===== src/rtl/online_pkg.sv =====
// rtl/online_pkg.sv - signed-digit encodings and converter state encoding shared by the online datapath
package online_pkg;

    // Radix-2 signed digit {p,n}; value = p - n. 2'b11 is a redundant zero.
    localparam logic [1:0] DIG_POS  = 2'b10;
    localparam logic [1:0] DIG_NEG  = 2'b01;
    localparam logic [1:0] DIG_ZERO = 2'b00;

    typedef enum logic {
        ACC  = 1'b0,
        HOLD = 1'b1
    } otf_state_t;

endpackage


===== src/rtl/online_otf_converter_otf_step.sv =====
// rtl/online_otf_converter_otf_step.sv - one combinational Q/QM on-the-fly conversion step
//  W        : register width (>= 2)
//  q, qm    : current conversion pair, qm == q - 1
//  d        : signed digit {p,n}
//  q_next   : q after appending d (shift left, upper bit discarded)
//  qm_next  : q_next - 1
module otf_step
    import online_pkg::*;
#(
    parameter int W = 12
) (
    input  logic [W-1:0] q,
    input  logic [W-1:0] qm,
    input  logic [1:0]   d,
    output logic [W-1:0] q_next,
    output logic [W-1:0] qm_next
);

    always_comb begin
        q_next  = {q[W-2:0], 1'b0};
        qm_next = {qm[W-2:0], 1'b1};
        case (d)
            DIG_POS: begin
                q_next  = {q[W-2:0], 1'b1};
                qm_next = {q[W-2:0], 1'b0};
            end
            DIG_NEG: begin
                // Borrow taken from QM, so no carry propagation is ever needed.
                q_next  = {qm[W-2:0], 1'b1};
                qm_next = {qm[W-2:0], 1'b0};
            end
            default: begin
                // DIG_ZERO and the redundant 2'b11 both mean zero.
                q_next  = {q[W-2:0], 1'b0};
                qm_next = {qm[W-2:0], 1'b1};
            end
        endcase
    end

endmodule


===== src/rtl/online_otf_converter.sv =====
// rtl/online_otf_converter.sv - MSD-first signed-digit stream to two's-complement word converter
//  NDIG       : digits per word; out_data is NDIG+1 bits
//  clk        : clock, rising edge
//  rst_n      : synchronous active-low reset
//  in_valid   : in_digit/in_sof valid
//  in_ready   : digit accepted this cycle when in_valid is also high
//  in_digit   : signed digit {p,n}
//  in_sof     : digit is the MSD of a new word (drops any partial word)
//  out_valid  : out_data holds a completed word
//  out_ready  : downstream consumes out_data
//  out_data   : sum d_i * 2^(NDIG-i), i = 1..NDIG
//  err        : only with OTF_DIGIT_CHECK_EN; sticky flag for 2'b11 digits or
//               in_sof arriving mid-word, cleared only by reset
module online_otf_converter
    import online_pkg::*;
#(
    parameter int NDIG = 11
) (
    input  logic          clk,
    input  logic          rst_n,
    input  logic          in_valid,
    output logic          in_ready,
    input  logic [1:0]    in_digit,
    input  logic          in_sof,
    output logic          out_valid,
    input  logic          out_ready,
    output logic [NDIG:0] out_data
`ifdef OTF_DIGIT_CHECK_EN
    ,
    output logic          err
`endif
);

    localparam int W  = NDIG + 1;
    localparam int CW = $clog2(NDIG + 1);
    localparam logic [CW-1:0] LAST_CNT = CW'(NDIG - 1);

    otf_state_t    state_r;
    otf_state_t    state_nxt;
    logic [CW-1:0] cnt_r;
    logic [W-1:0]  q_r;
    logic [W-1:0]  qm_r;

    logic          accept;
    logic [W-1:0]  base_q;
    logic [W-1:0]  base_qm;
    logic [CW-1:0] eff_cnt;
    logic          word_done;
    logic [W-1:0]  q_step;
    logic [W-1:0]  qm_step;

    assign accept = in_valid && in_ready;

    // A start-of-frame digit restarts conversion from the empty pair
    // regardless of how far the current word has progressed.
    assign base_q    = in_sof ? '0 : q_r;
    assign base_qm   = in_sof ? '1 : qm_r;
    assign eff_cnt   = in_sof ? '0 : cnt_r;
    assign word_done = accept && (eff_cnt == LAST_CNT);

    otf_step #(
        .W (W)
    ) u_step (
        .q       (base_q),
        .qm      (base_qm),
        .d       (in_digit),
        .q_next  (q_step),
        .qm_next (qm_step)
    );

    always_ff @(posedge clk) begin
        if (!rst_n) begin
            state_r <= ACC;
        end else begin
            state_r <= state_nxt;
        end
    end

    always_comb begin
        state_nxt = state_r;
        case (state_r)
            ACC:     if (word_done) state_nxt = HOLD;
            HOLD:    if (out_ready) state_nxt = ACC;
            default: state_nxt = ACC;
        endcase
    end

    always_comb begin
        in_ready  = 1'b0;
        out_valid = 1'b0;
        case (state_r)
            ACC:     in_ready  = 1'b1;
            HOLD:    out_valid = 1'b1;
            default: in_ready  = 1'b0;
        endcase
    end

    always_ff @(posedge clk) begin
        if (!rst_n) begin
            cnt_r    <= '0;
            q_r      <= '0;
            qm_r     <= '1;
            out_data <= '0;
        end else if (accept) begin
            if (word_done) begin
                out_data <= q_step;
                cnt_r    <= '0;
            end else begin
                q_r   <= q_step;
                qm_r  <= qm_step;
                cnt_r <= eff_cnt + CW'(1);
            end
        end else if (state_r == HOLD && out_ready) begin
            q_r  <= '0;
            qm_r <= '1;
        end
    end

`ifdef OTF_DIGIT_CHECK_EN
    always_ff @(posedge clk) begin
        if (!rst_n) begin
            err <= 1'b0;
        end else if (accept && ((in_digit == 2'b11) || (in_sof && cnt_r != '0))) begin
            err <= 1'b1;
        end
    end
`endif

endmodule


===== config.mk =====
export PLATFORM = sky130hd
export DESIGN_NAME = online_otf_converter
export DESIGN_NICKNAME = d
export VERILOG_FILES = /design/src/rtl/online_pkg.sv /design/src/rtl/online_otf_converter_otf_step.sv /design/src/rtl/online_otf_converter.sv
export SDC_FILE = /design/constraint.sdc
export NUM_CORES = 1
export LEC_CHECK = 0
export ABC_AREA = 1
export BUFFER_PORTS_ARGS = -buffer_cell sky130_fd_sc_hd__buf_2
export CAP_MARGIN = 25
export CORE_MARGIN = 2
export CORE_UTILIZATION = 50
export CTS_CLUSTER_SIZE = 24
export DETAILED_ROUTE_END_ITERATION = 10
export HOLD_SLACK_MARGIN = 0.15
export PLACE_DENSITY = 0.84
export SLEW_MARGIN = 10
export SYNTH_ARGS = -nofsm -noshare
export SYNTH_HDL_FRONTEND = slang
export SYNTH_SLANG_ARGS = --single-unit

===== constraint.sdc =====
create_clock -name clk -period 1.85 [get_ports clk]
set_clock_uncertainty 0.2 [all_clocks]
set_input_delay 0.185 -clock clk [delete_from_list [all_inputs] [get_ports clk]]
set_output_delay 0.185 -clock clk [all_outputs]
set_load 0.02 [all_outputs]

# Word-level counts from Yosys, hierarchy flattened
# Cells that the tools add are included.
# Widths: inputs -> output; s select.
dict set report totals {
  ff_bits 39
  input_bits 7
  wordCells 34
}
dict set report op_classes {
  n_addsub 1
  n_eq_ne 4
  muxes 17
  bitwise 1
  n_reduce_logical 6
}
# cell n
set ops {}
lappend ops {{$mux 11} 8}
lappend ops {{$pmux 12 s2} 1}
lappend ops {{$pmux 11 s2} 1}
lappend ops {{$mux 4} 2}
lappend ops {{$add 4x1->4 const B} 1}
lappend ops {{$eq 4x4->1 const B} 1}
lappend ops {{$mux 1} 4}
lappend ops {{$reduce_and 2->1} 2}
lappend ops {{$logic_and 1x1->1} 3}
lappend ops {{$eq 2x1->1 const B} 1}
lappend ops {{$eq 2x2->1 const B} 1}
lappend ops {{$ne 2x2->1 const B} 1}
lappend ops {{$pmux 1 s2} 1}
lappend ops {{$reduce_bool 2->1} 1}
lappend ops {{$not 1->1} 1}

# Depth between registers and ports, before layout
# Gate-level depths: netlist (run 1).
dict set report logic_depth {
  depth_word 5
  ltp_mapped 13
  ltp_nobuf 11
}

# By module
# Synthesis (run 1) repeated with hierarchy kept, for this count alone.
dict set report hier_totals {
  hier_cells 370
  hier_area_um2 2357.3
}
# mod instances cells_each area_per_inst_um2 seq_area_each_um2
set by_module_without_submodules {}
lappend by_module_without_submodules {online_otf_converter 1 272 1956.9 820.8}
lappend by_module_without_submodules {otf_step 1 98 400.4 0.0}

# Least setup slack after synthesis (run 1)
# OpenSTA, ideal clock, no wires.
dict set report synth_timing {
  kind {in2reg}
  start {input in_sof}
  end {register out_data[10]}
  setup_ns 0.070
  t_arrival_ns 1.471
  t_required_ns 1.580
  path_slack_ns 0.109
  path_stages 11
  path_buffers 3
  cell_sequence {buf_6 buf_2 nor2_1 inv_1 ha_1 nand2_1 nor2_8 nand2_4 buf_2 nand2_1 a21oi_2}
}
dict set report synth_via {
  elab_chain_len 4
  elab_cells_between_ends 7
  cone_classes {1 x eq/ne; 4 x mux; 2 x reduce/logical}
}
# item line_no
set synth_rtl {}
lappend synth_rtl {{start, declared} online_otf_converter.sv:24} ;# input logic in_sof,
lappend synth_rtl {{$mux 4} online_otf_converter.sv:58} ;# assign eff_cnt = in_sof ? '0 : cnt_r;
lappend synth_rtl {{$eq 4x4->1} online_otf_converter.sv:59} ;# assign word_done = accept && (eff_cnt == LAST_CNT);
lappend synth_rtl {{$logic_and 1x1->1} online_otf_converter.sv:59}
lappend synth_rtl {{$reduce_and 2->1 (no source line)} --}
lappend synth_rtl {{end signal, assigned} online_otf_converter.sv:106} ;# out_data <= q_step;
lappend synth_rtl {{end, declared} online_otf_converter.sv:27} ;# output logic [NDIG:0] out_data
# Several ways; a longest one is shown, not always the timed one.
# A chain may end at the register's enable or synchronous reset.

# Worst setup path in the final report (run 1)
dict set report layout_timing {
  start {register cnt_r[1]}
  end {register qm_r[0]}
}
dict set report layout_via {
  elab_chain_len 5
}
# item line_no
set layout_rtl {}
lappend layout_rtl {{start, declared} online_otf_converter.sv:40} ;# logic [CW-1:0] cnt_r;
lappend layout_rtl {{start signal, assigned} online_otf_converter.sv:111} ;# cnt_r <= eff_cnt + CW'(1);
lappend layout_rtl {{$mux 4} online_otf_converter.sv:58}
lappend layout_rtl {{$eq 4x4->1} online_otf_converter.sv:59}
lappend layout_rtl {{$logic_and 1x1->1} online_otf_converter.sv:59}
lappend layout_rtl {{$ne 2x2->1 (no source line)} --}
lappend layout_rtl {{$reduce_and 2->1 (no source line)} --}
lappend layout_rtl {{end signal, assigned} online_otf_converter.sv:110} ;# qm_r <= qm_step;
lappend layout_rtl {{end, declared} online_otf_converter.sv:42} ;# logic [W-1:0] qm_r;
# Every way passes these cells.

==> metrics.sh, run 1 <==
DETAILROUTE.VIA_COUNT=2087
GRT_MAX_DEGREE=27
POWER_FRAC_CLOCK_PCT=39.8
DETAIL-ROUTE-ANTENNA-NETS=0
CELL_AT_THE_ROOT_OF_THE_CLOCK_TREE='clkbuf_8'
YOSYS_MOST_USED_DFF='dfxtp_1'
DIE_HEIGHT_UM=69.2
CLKLATENCYLATEPIN_NS=0.30
GLOBALROUTE.TOTALOVERFLOW=0
CELLLEAKAGEPOWER_uW=0.00112
SYNTH_MUX_AREA_SHARE_PCT=0
WORSTSETUPSTARTPOINTTYPE='flop'
CRIT-REG2REG-CAPTURE='qm_r[0]'
FP.DIEW_UM=69.2
MAIN_COMBINATIONAL_CELL_FAMILY_BY_AREA_AFTER_SYNTHESIS='simple AND/OR/NAND/NOR gates'
SYNTH_SIMPLE_GATE_AREA_SHARE_PCT=34.9
SYNTH_XOR_AREA_SHARE_PCT=0.412
ANTENNADIODECOUNT=0
ENDPOINT_KIND='flop'
FF2FF_SETUP_SLACK_NS=0.08
CLKSLEWWORSTSETUPHOLDPATHS_NS=0.08
FINALWIRELENGTH_MM=4.95
CRITICAL_PATH_CLASS='flop to flop'
TIMING.HOLD.WORST_ENDPOINT='out_data[0]'
CTS_TREE='built'
DRC=0
CRIT_CHAIN='inv_1 -> nor2_2 -> ha_2 -> inv_1 -> nor2_1 -> nand2_1 -> nand2_4 -> nand2_4 -> o21ai_1 -> nand2_1'
PLACE.GP.CONGESTION=0.847
SYNTH-ASYNC-RESET-RATIO_PCT=0
LAYOUT_MIN_CYCLE_TIME_NS=1.77
YS_WARNINGS=0
STATUS='completed'
TOT_PWR_uW=1870
HP-CLASS='input pin to flop'
NUMBER_OF_ANTENNA_VIOLATIONS_AT_THE_FIRST_CHECK_IN_GLOBAL_ROUTING=0
DESIGN.FINAL.NETS=353
INTERNAL_POWER_uW=1390
NUMBER_OF_ENABLE_FLIP_FLOP_CELLS_AFTER_SYNTHESIS=0
WORSTPATHBUFFERINVERTERCOUNT=2
R2R-START='cnt_r[1]'
SYNTH_TOP_CELL_BY_AREA='dfxtp_1'
FINAL-HOLD-VIOLATION-COUNT=0
CP.REQUIRED_NS=1.84
POWER.SHARE.SEQUENTIAL_PCT=47.4
DIE_AREA_UM2=4780
MAXSLEWHEADROOM_PCT=78.1
POWER-PER-CELL-AREA_nW_PER_UM2=756
SETUP_VIOL=0
YOSYS.AREA_SHARE.ADDER_PCT=2.36
AREA_AFTER_DETAILED_PLACEMENT_UM2=2250
YS_SEQ_AREA_SHARE_PCT=36.8
GRT_PASS1_WL_MM=8.24
FIN_TNS_SETUP_NS=0
CRITICAL_PATH_ARRIVAL_NS=1.76
CELL_CLASS_CONTRIBUTING_THE_BIGGEST_SHARE_OF_WORST_PATH_DELAY='simple AND/OR/NAND/NOR gates'
HPWLAFTERDP_MM=3.20
MAX_STAGE_DELAY_NS=0.34
MAX-CLOCK-PATH-BUFFERS=2
GRT_PASS1_VIAS=1818
FILLERS=363
GLOBALROUTETOTALUTIL_PCT=20.8
FMAX_MHz=565
SWSHARE_PCT=25.6
NETLIST_INSTANCES=320
SYNTHESIZED_AREA_DIVIDED_BY_SYNTHESIZED_CELL_COUNT_UM2=6.64
SLEW_VIOLATIONS=0
POST_CTS_BUFFERS=0
POST_ROUTE_CELLS_DRIVE_ABOVE_1_SHARE_PCT=19.0
CTS_HTREE_LEVELS=2
CRITICAL-PATH-SLOWEST-CELL='dfxtp_1'
FLOORPLAN.INITIALDENSITY_PCT=52.3
SYNTH_FP_NETS=331
WORST_SLACK_ON_HOLD_PATHS_NS=0.254
COMPLEX_GATE_FRACTION_OF_THE_SYNTHESIZED_AREA_PCT=13.8
POWER.IR.VDD_WORST_uV=279
YOSYSMOSTFREQUENTCELL='nand2_1'
MIN_FROM='in_digit[1]'
P_SWITCHING_uW=479
MAXCAPVIOLATIONS=0
AREA_GROWTH_SYN_TO_LAYOUT_PCT=16.5
SYNTH_LARGEST_TYPE_AREA_FRACTION_PCT=36.8
WORST-SLEW-PIN-TRANSITION_NS=0.329
I_O_PIN_CNT=21
TIMING.CRITICAL_PATH.FROM='cnt_r[1]'
ROUTED_VIA_DENSITY=5.31
POST_SYNTH_INSTANCE_AREA_UM2=2120
YS_FF_LATCH=39
SYNTHTOPCELLSBYAREA='dfxtp_1, nand2_1, nand3_1'
FLOORPLAN.CORE_AREA_UM2=4060
HOLD_PATH_DEPTH=5
CRIT_PATH_MAX_FANOUT=11
ROUTED_WIRE_LENGTH_PER_INSTANCE_UM=12.6
DRT-PASS1-ITER-COUNT=4
CTS-BUFFERS-INSERTED=5
FINALINSTANCEAREA_UM2=2470
PLACE.PORT_BUFFERS=20
SYNTH_CELL_TYPE_COUNT=27
POWER.COMBINATIONAL.FRACTION_PCT=12.8
POST-ROUTE-PERIOD-UTIL_PCT=95.6
FF2FF_PATH_DEPTH=10
CLOCK_SINKS=39
SYNTH.TOP_CELLS.BY_COUNT='nand2_1, dfxtp_1, nand3_1'
FINAL_CORE_UTIL_PCT=61.0
FP-ROW-COUNT=23
DETAILEDROUTE.FIRSTITERATIONVIOLATIONS=200
## worst reg2reg max path: stages (launching register included)
cell	delay, ns
dfxtp_1	0.34
inv_1	0.06
nor2_2	0.11
ha_2	0.21
inv_1	0.04
nor2_1	0.11
nand2_1	0.11
nand2_4	0.14
nand2_4	0.12
o21ai_1	0.16
nand2_1	0.06
## kinds of logic after synthesis
kind of cell,count (synthesis)
compound gates,52
xor+xnor,1
fa+ha+maj,4
buf+inv,56
flops,39
simple gates,168
## layout by cell type (no fill, tap or decap), drive strengths merged
cell / Yosys / layout
a21oi: 26 / 26
buf: 12 / 30
bufinv: 0 / 1
clkbuf: 8 / 7
clkinv: 2 / 3
dfxtp: 39 / 39
dlygate4sd3: 0 / 4
ha: 4 / 4
inv: 34 / 34
nand2: 101 / 101
nand3: 32 / 32
nand4: 10 / 10
nor2: 24 / 24
o21a: 1 / 1
o21ai: 25 / 25
or2: 1 / 1
xnor2: 1 / 1
## final cells by class
cell class | instances | area [um^2] | area share [%]
clock buffer | 6 | 82.6 | 3.34
timing repair buffer | 35 | 253 | 10.2
clock inverter | 2 | 35.0 | 1.42
sequential | 39 | 782 | 31.6
multi-input combinational | 225 | 1120 | 45.3
inverter | 36 | 139 | 5.61
tap | 50 | 62.6 | 2.53
## state kept, by name (all words and copies together) (netlist names)
| signal | count |
|---|---|
| state_r | 1 |
| q_r | 11 |
| out_data | 12 |
| qm_r | 11 |
| cnt_r | 4 |
## stage by stage
step                      setup WS (ns)  cells
after detailed placement       0.000705    380
after global routing            -0.0420    393
final                            0.0806    393
after floorplan                   0.109    320
after CTS                       0.00233    392
after global placement           0.0840    380
## what timing repair did
action | 4_1_cts | 5_1_grt
cloned | 0 | 1
gates resized for setup | 1 | 11
hold endpoints to repair | 17 | 0
hold buffers | 4 | 0
setup endpoints to repair | 2 | 30
## power by group through the flow
| stage | logic (uW) | registers (uW) | clock network [uW] |
|---|---|---|---|
| global placement | 210 | 903 | 0 |
| detailed placement | 214 | 904 | 0 |
| floorplan | 168 | 900 | 0 |
| finish | 240 | 886 | 745 |
| CTS | 221 | 885 | 751 |
| global route | 269 | 889 | 783 |
## layer usage
| metal | share of wire (%) | vias to the layer above | GRT usage (%) |
|---|---|---|---|
| li1 | - | 1063 | - |
| met1 | 46 | 950 | 27.1 |
| met2 | 46 | 68 | 34.2 |
| met3 | 6.7 | 6 | 5.12 |
| met4 | 1.2 | 0 | 5.88 |
| met5 | 0 | - | 0 |
## worst max-delay path by stage
| stage | endpoint | slack [ns] | depth (start not counted) |
|---|---|---|---|
| 6_report | qm_r[0] | 0.08 | 10 |
| 5_1_grt | qm_r[0] | -0.04 | 10 |
| 4_1_cts | q_r[7] | 0.002 | 10 |
| 3_5_place_dp | qm_r[0] | 0.0007 | 10 |
| 3_3_place_gp | q_r[8] | 0.08 | 10 |
| 2_1_floorplan | out_data[10] | 0.11 | 11 |
Power figures use the tool's default switching activity.
==> run 2: changes to the inputs <==
- SETUP_SLACK_MARGIN: unset -> 0.5
==> run 2 against run 1 <==
Cell area grew 16%. Hold slack lost 0.16 ns. Core utilization grew 9.5 points. Sequential share of layout area shrank 4.2 points. Combinational power grew 27%. Clock power is essentially flat. Setup slack gained 0.082 ns. Critical path depth is the same. Global-route usage grew 4.5 points. First-iteration DRC count grew 3.5%. Die area is the same. Final cell count grew 3.1%. Critical endpoint is now q_r[1]. Largest power group unchanged.
==> metrics.sh, run 2 (synthesis results as in run 1) <==
DESIGN.FINAL.NETS=365
HOLD_PATH_DEPTH=4
DRC=0
DIE_AREA_UM2=4780
I_O_PIN_CNT=21
MAXCAPVIOLATIONS=0
FIN_CELLS=405
CELL_AT_THE_ROOT_OF_THE_CLOCK_TREE='clkbuf_8'
PLACE.PORT_BUFFERS=20
REGISTERS_WITH_THE_MOST_FLIP_FLOPS='out_data (12), q_r (11), qm_r (11)'
ROUTED_VIA_DENSITY=5.72
FF2FF_PATH_DEPTH=10
TOT_PWR_uW=1940
REGISTERS.TOP_BY_FF_COUNT='out_data'
NUMBER_OF_ANTENNA_VIOLATIONS_AT_THE_FIRST_CHECK_IN_GLOBAL_ROUTING=0
FILLERS=276
LARGEST_REGISTER_FFS=12
ENDPOINT_KIND='flop'
CLKSLEWWORSTSETUPHOLDPATHS_NS=0.09
MIN_FROM='in_valid'
CTS_TREE='built'
POST_ROUTE_CELLS_DRIVE_ABOVE_1_SHARE_PCT=37.5
GRT_PASS1_WL_MM=9.94
GLOBALROUTE.TOTALOVERFLOW=0
GLOBALROUTETOTALUTIL_PCT=25.3
FIN_TNS_SETUP_NS=0
FINAL-HOLD-VIOLATION-COUNT=0
FMAX_MHz=593
MAX_STAGE_DELAY_NS=0.36
HPWLAFTERDP_MM=3.32
CRITICAL_PATH_ARRIVAL_NS=1.72
CRIT-REG2REG-CAPTURE='q_r[1]'
DP.CELLS=379
CP.REQUIRED_NS=1.88
DIE_HEIGHT_UM=69.2
SLEW_VIOLATIONS=0
FP-ROW-COUNT=23
CTS_HTREE_LEVELS=2
ANTENNADIODECOUNT=0
MOST_FREQUENT_CELLS_IN_THE_LAYOUT='nand2_1, dfxtp_1, inv_1, nand2_2, buf_2'
AREA_GROWTH_SYN_TO_LAYOUT_PCT=34.6
SETUP_VIOL=0
CELL_CLASS_CONTRIBUTING_THE_BIGGEST_SHARE_OF_WORST_PATH_DELAY='simple AND/OR/NAND/NOR gates'
R2R-START='cnt_r[0]'
POWER.IR.VDD_WORST_uV=366
MAXSLEWHEADROOM_PCT=67.8
MOSTFREQUENTLAYOUTCELL='nand2_1'
FINALWIRELENGTH_MM=6.73
GRT_PASS1_VIAS=2183
DETAILEDROUTE.FIRSTITERATIONVIOLATIONS=207
CRITICAL-PATH-SLOWEST-CELL='dfxtp_2'
CLOCK_SINKS=39
ROUTED_WIRE_LENGTH_PER_INSTANCE_UM=16.6
DETAIL-ROUTE-ANTENNA-NETS=0
DETAILROUTE.VIA_COUNT=2316
GRT_MAX_DEGREE=27
FF2FF_SETUP_SLACK_NS=0.16
WORSTSETUPSTARTPOINTTYPE='flop'
CRIT_PATH_MAX_FANOUT=5
CTS-BUFFERS-INSERTED=5
LAYOUT_MIN_CYCLE_TIME_NS=1.69
STATUS='completed'
PLACE.GP.CONGESTION=0.858
POWER-PER-CELL-AREA_nW_PER_UM2=679
POST-ROUTE-PERIOD-UTIL_PCT=91.2
DRT-PASS1-ITER-COUNT=5
MAX-CLOCK-PATH-BUFFERS=2
CLKLATENCYLATEPIN_NS=0.30
POST-ROUTE-WORST-SETUP-SLACK_NS=0.163
FP.DIEW_UM=69.2
FLOORPLAN.CORE_AREA_UM2=4060
WORST-SLEW-PIN-TRANSITION_NS=0.481
HP-CLASS='input pin to flop'
CRITICAL_PATH_CLASS='flop to flop'
CELLLEAKAGEPOWER_uW=0.00128
CRIT_CHAIN='inv_2 -> nor2_4 -> inv_2 -> ha_4 -> nand2_4 -> nor2_8 -> nor2_4 -> buf_4 -> nand2_1 -> a21oi_1'
FLOORPLAN.INITIALDENSITY_PCT=52.3
RSZ0062_AT_GRT='true'
PRECTSSETUPSLACK_NS=0.104
TIMING.HOLD.WORST_ENDPOINT='cnt_r[3]'
WORSTPATHBUFFERINVERTERCOUNT=3
## run 2: cell types whose count changed in the layout (fill, tap and decap cells not counted), sizes merged
cell / previous run / this run
dlygate4sd3: 4 / 3
buf: 30 / 41
nand2: 101 / 103
clkinv: 3 / 5
clkbuf: 7 / 5
## run 2: through the flow
| stage | utilization (%) | hold WS (ns) | cell area, um^2 |
|---|---|---|---|
| after floorplan | - | 0.0691 | 2230 |
| after global placement | 56.9 | 0.254 | 2310 |
| after detailed placement | 56.9 | 0.254 | 2310 |
| after CTS | 65.8 | 0.0148 | 2670 |
| after global routing | 70.4 | 0.126 | 2860 |
| final | 70.4 | 0.0895 | 2860 |
## run 2: routing by layer
metal / vias up / routed length, um / GRT usage [%]
li1: 1094 / - / -
met1: 1031 / 2640 / 30.0
met2: 158 / 3350 / 43.7
met3: 33 / 515 / 4.53
met4: 0 / 221 / 12.6
met5: - / 0 / 0
## run 2: worst max-delay path by stage
stage	cells after the start	startpoint	endpoint
after floorplan	12	in_sof	qm_r[10]
after detailed placement	10	cnt_r[0]	qm_r[0]
final	10	cnt_r[0]	q_r[1]
after global placement	10	cnt_r[0]	out_data[11]
after global routing	10	cnt_r[1]	q_r[9]
after CTS	11	cnt_r[0]	cnt_r[1]
## run 2: area by class of cell
| class | instances | area (um^2) | share of cell area, % |
|---|---|---|---|
| Clock buffer | 5 | 68.8 | 2.41 |
| Clock inverter | 3 | 43.8 | 1.53 |
| Inverter | 36 | 153 | 5.34 |
| Multi-Input combinational cell | 227 | 1410 | 49.4 |
| Sequential cell | 39 | 783 | 27.4 |
| Tap cell | 50 | 62.6 | 2.19 |
| Timing Repair Buffer | 44 | 318 | 11.1 |
| Timing Repair inverter | 1 | 16.3 | 0.569 |
## run 2: timing repair
| action | in CTS | in global routing |
|---|---|---|
| setup endpoints to repair | 39 | 39 |
| pin swaps | 21 | 17 |
| setup buffers | 7 | 3 |
| hold buffers | 1 | 2 |
| gates cloned | 4 | 1 |
| gates resized for setup | 40 | 31 |
| hold endpoints to repair | 17 | 15 |
## run 2: where the power goes
group | leakage (uW) | total (uW) | switching, uW | internal [uW]
logic | 0.000902 | 305 | 195 | 110
clock network | 0.0000581 | 745 | 343 | 402
registers | 0.000319 | 891 | 23.5 | 868
total | 0.00128 | 1940 | 561 | 1380
## run 2: worst register-to-register path, delay by kind of cell (launching register included)
| family | cells | cell delay (ns) |
|---|---|---|
| fa+ha+maj | 1 | 0.17 |
| simple gates | 5 | 0.44 |
| flops | 1 | 0.36 |
| compound gates | 1 | 0.18 |
| buf+inv | 3 | 0.27 |
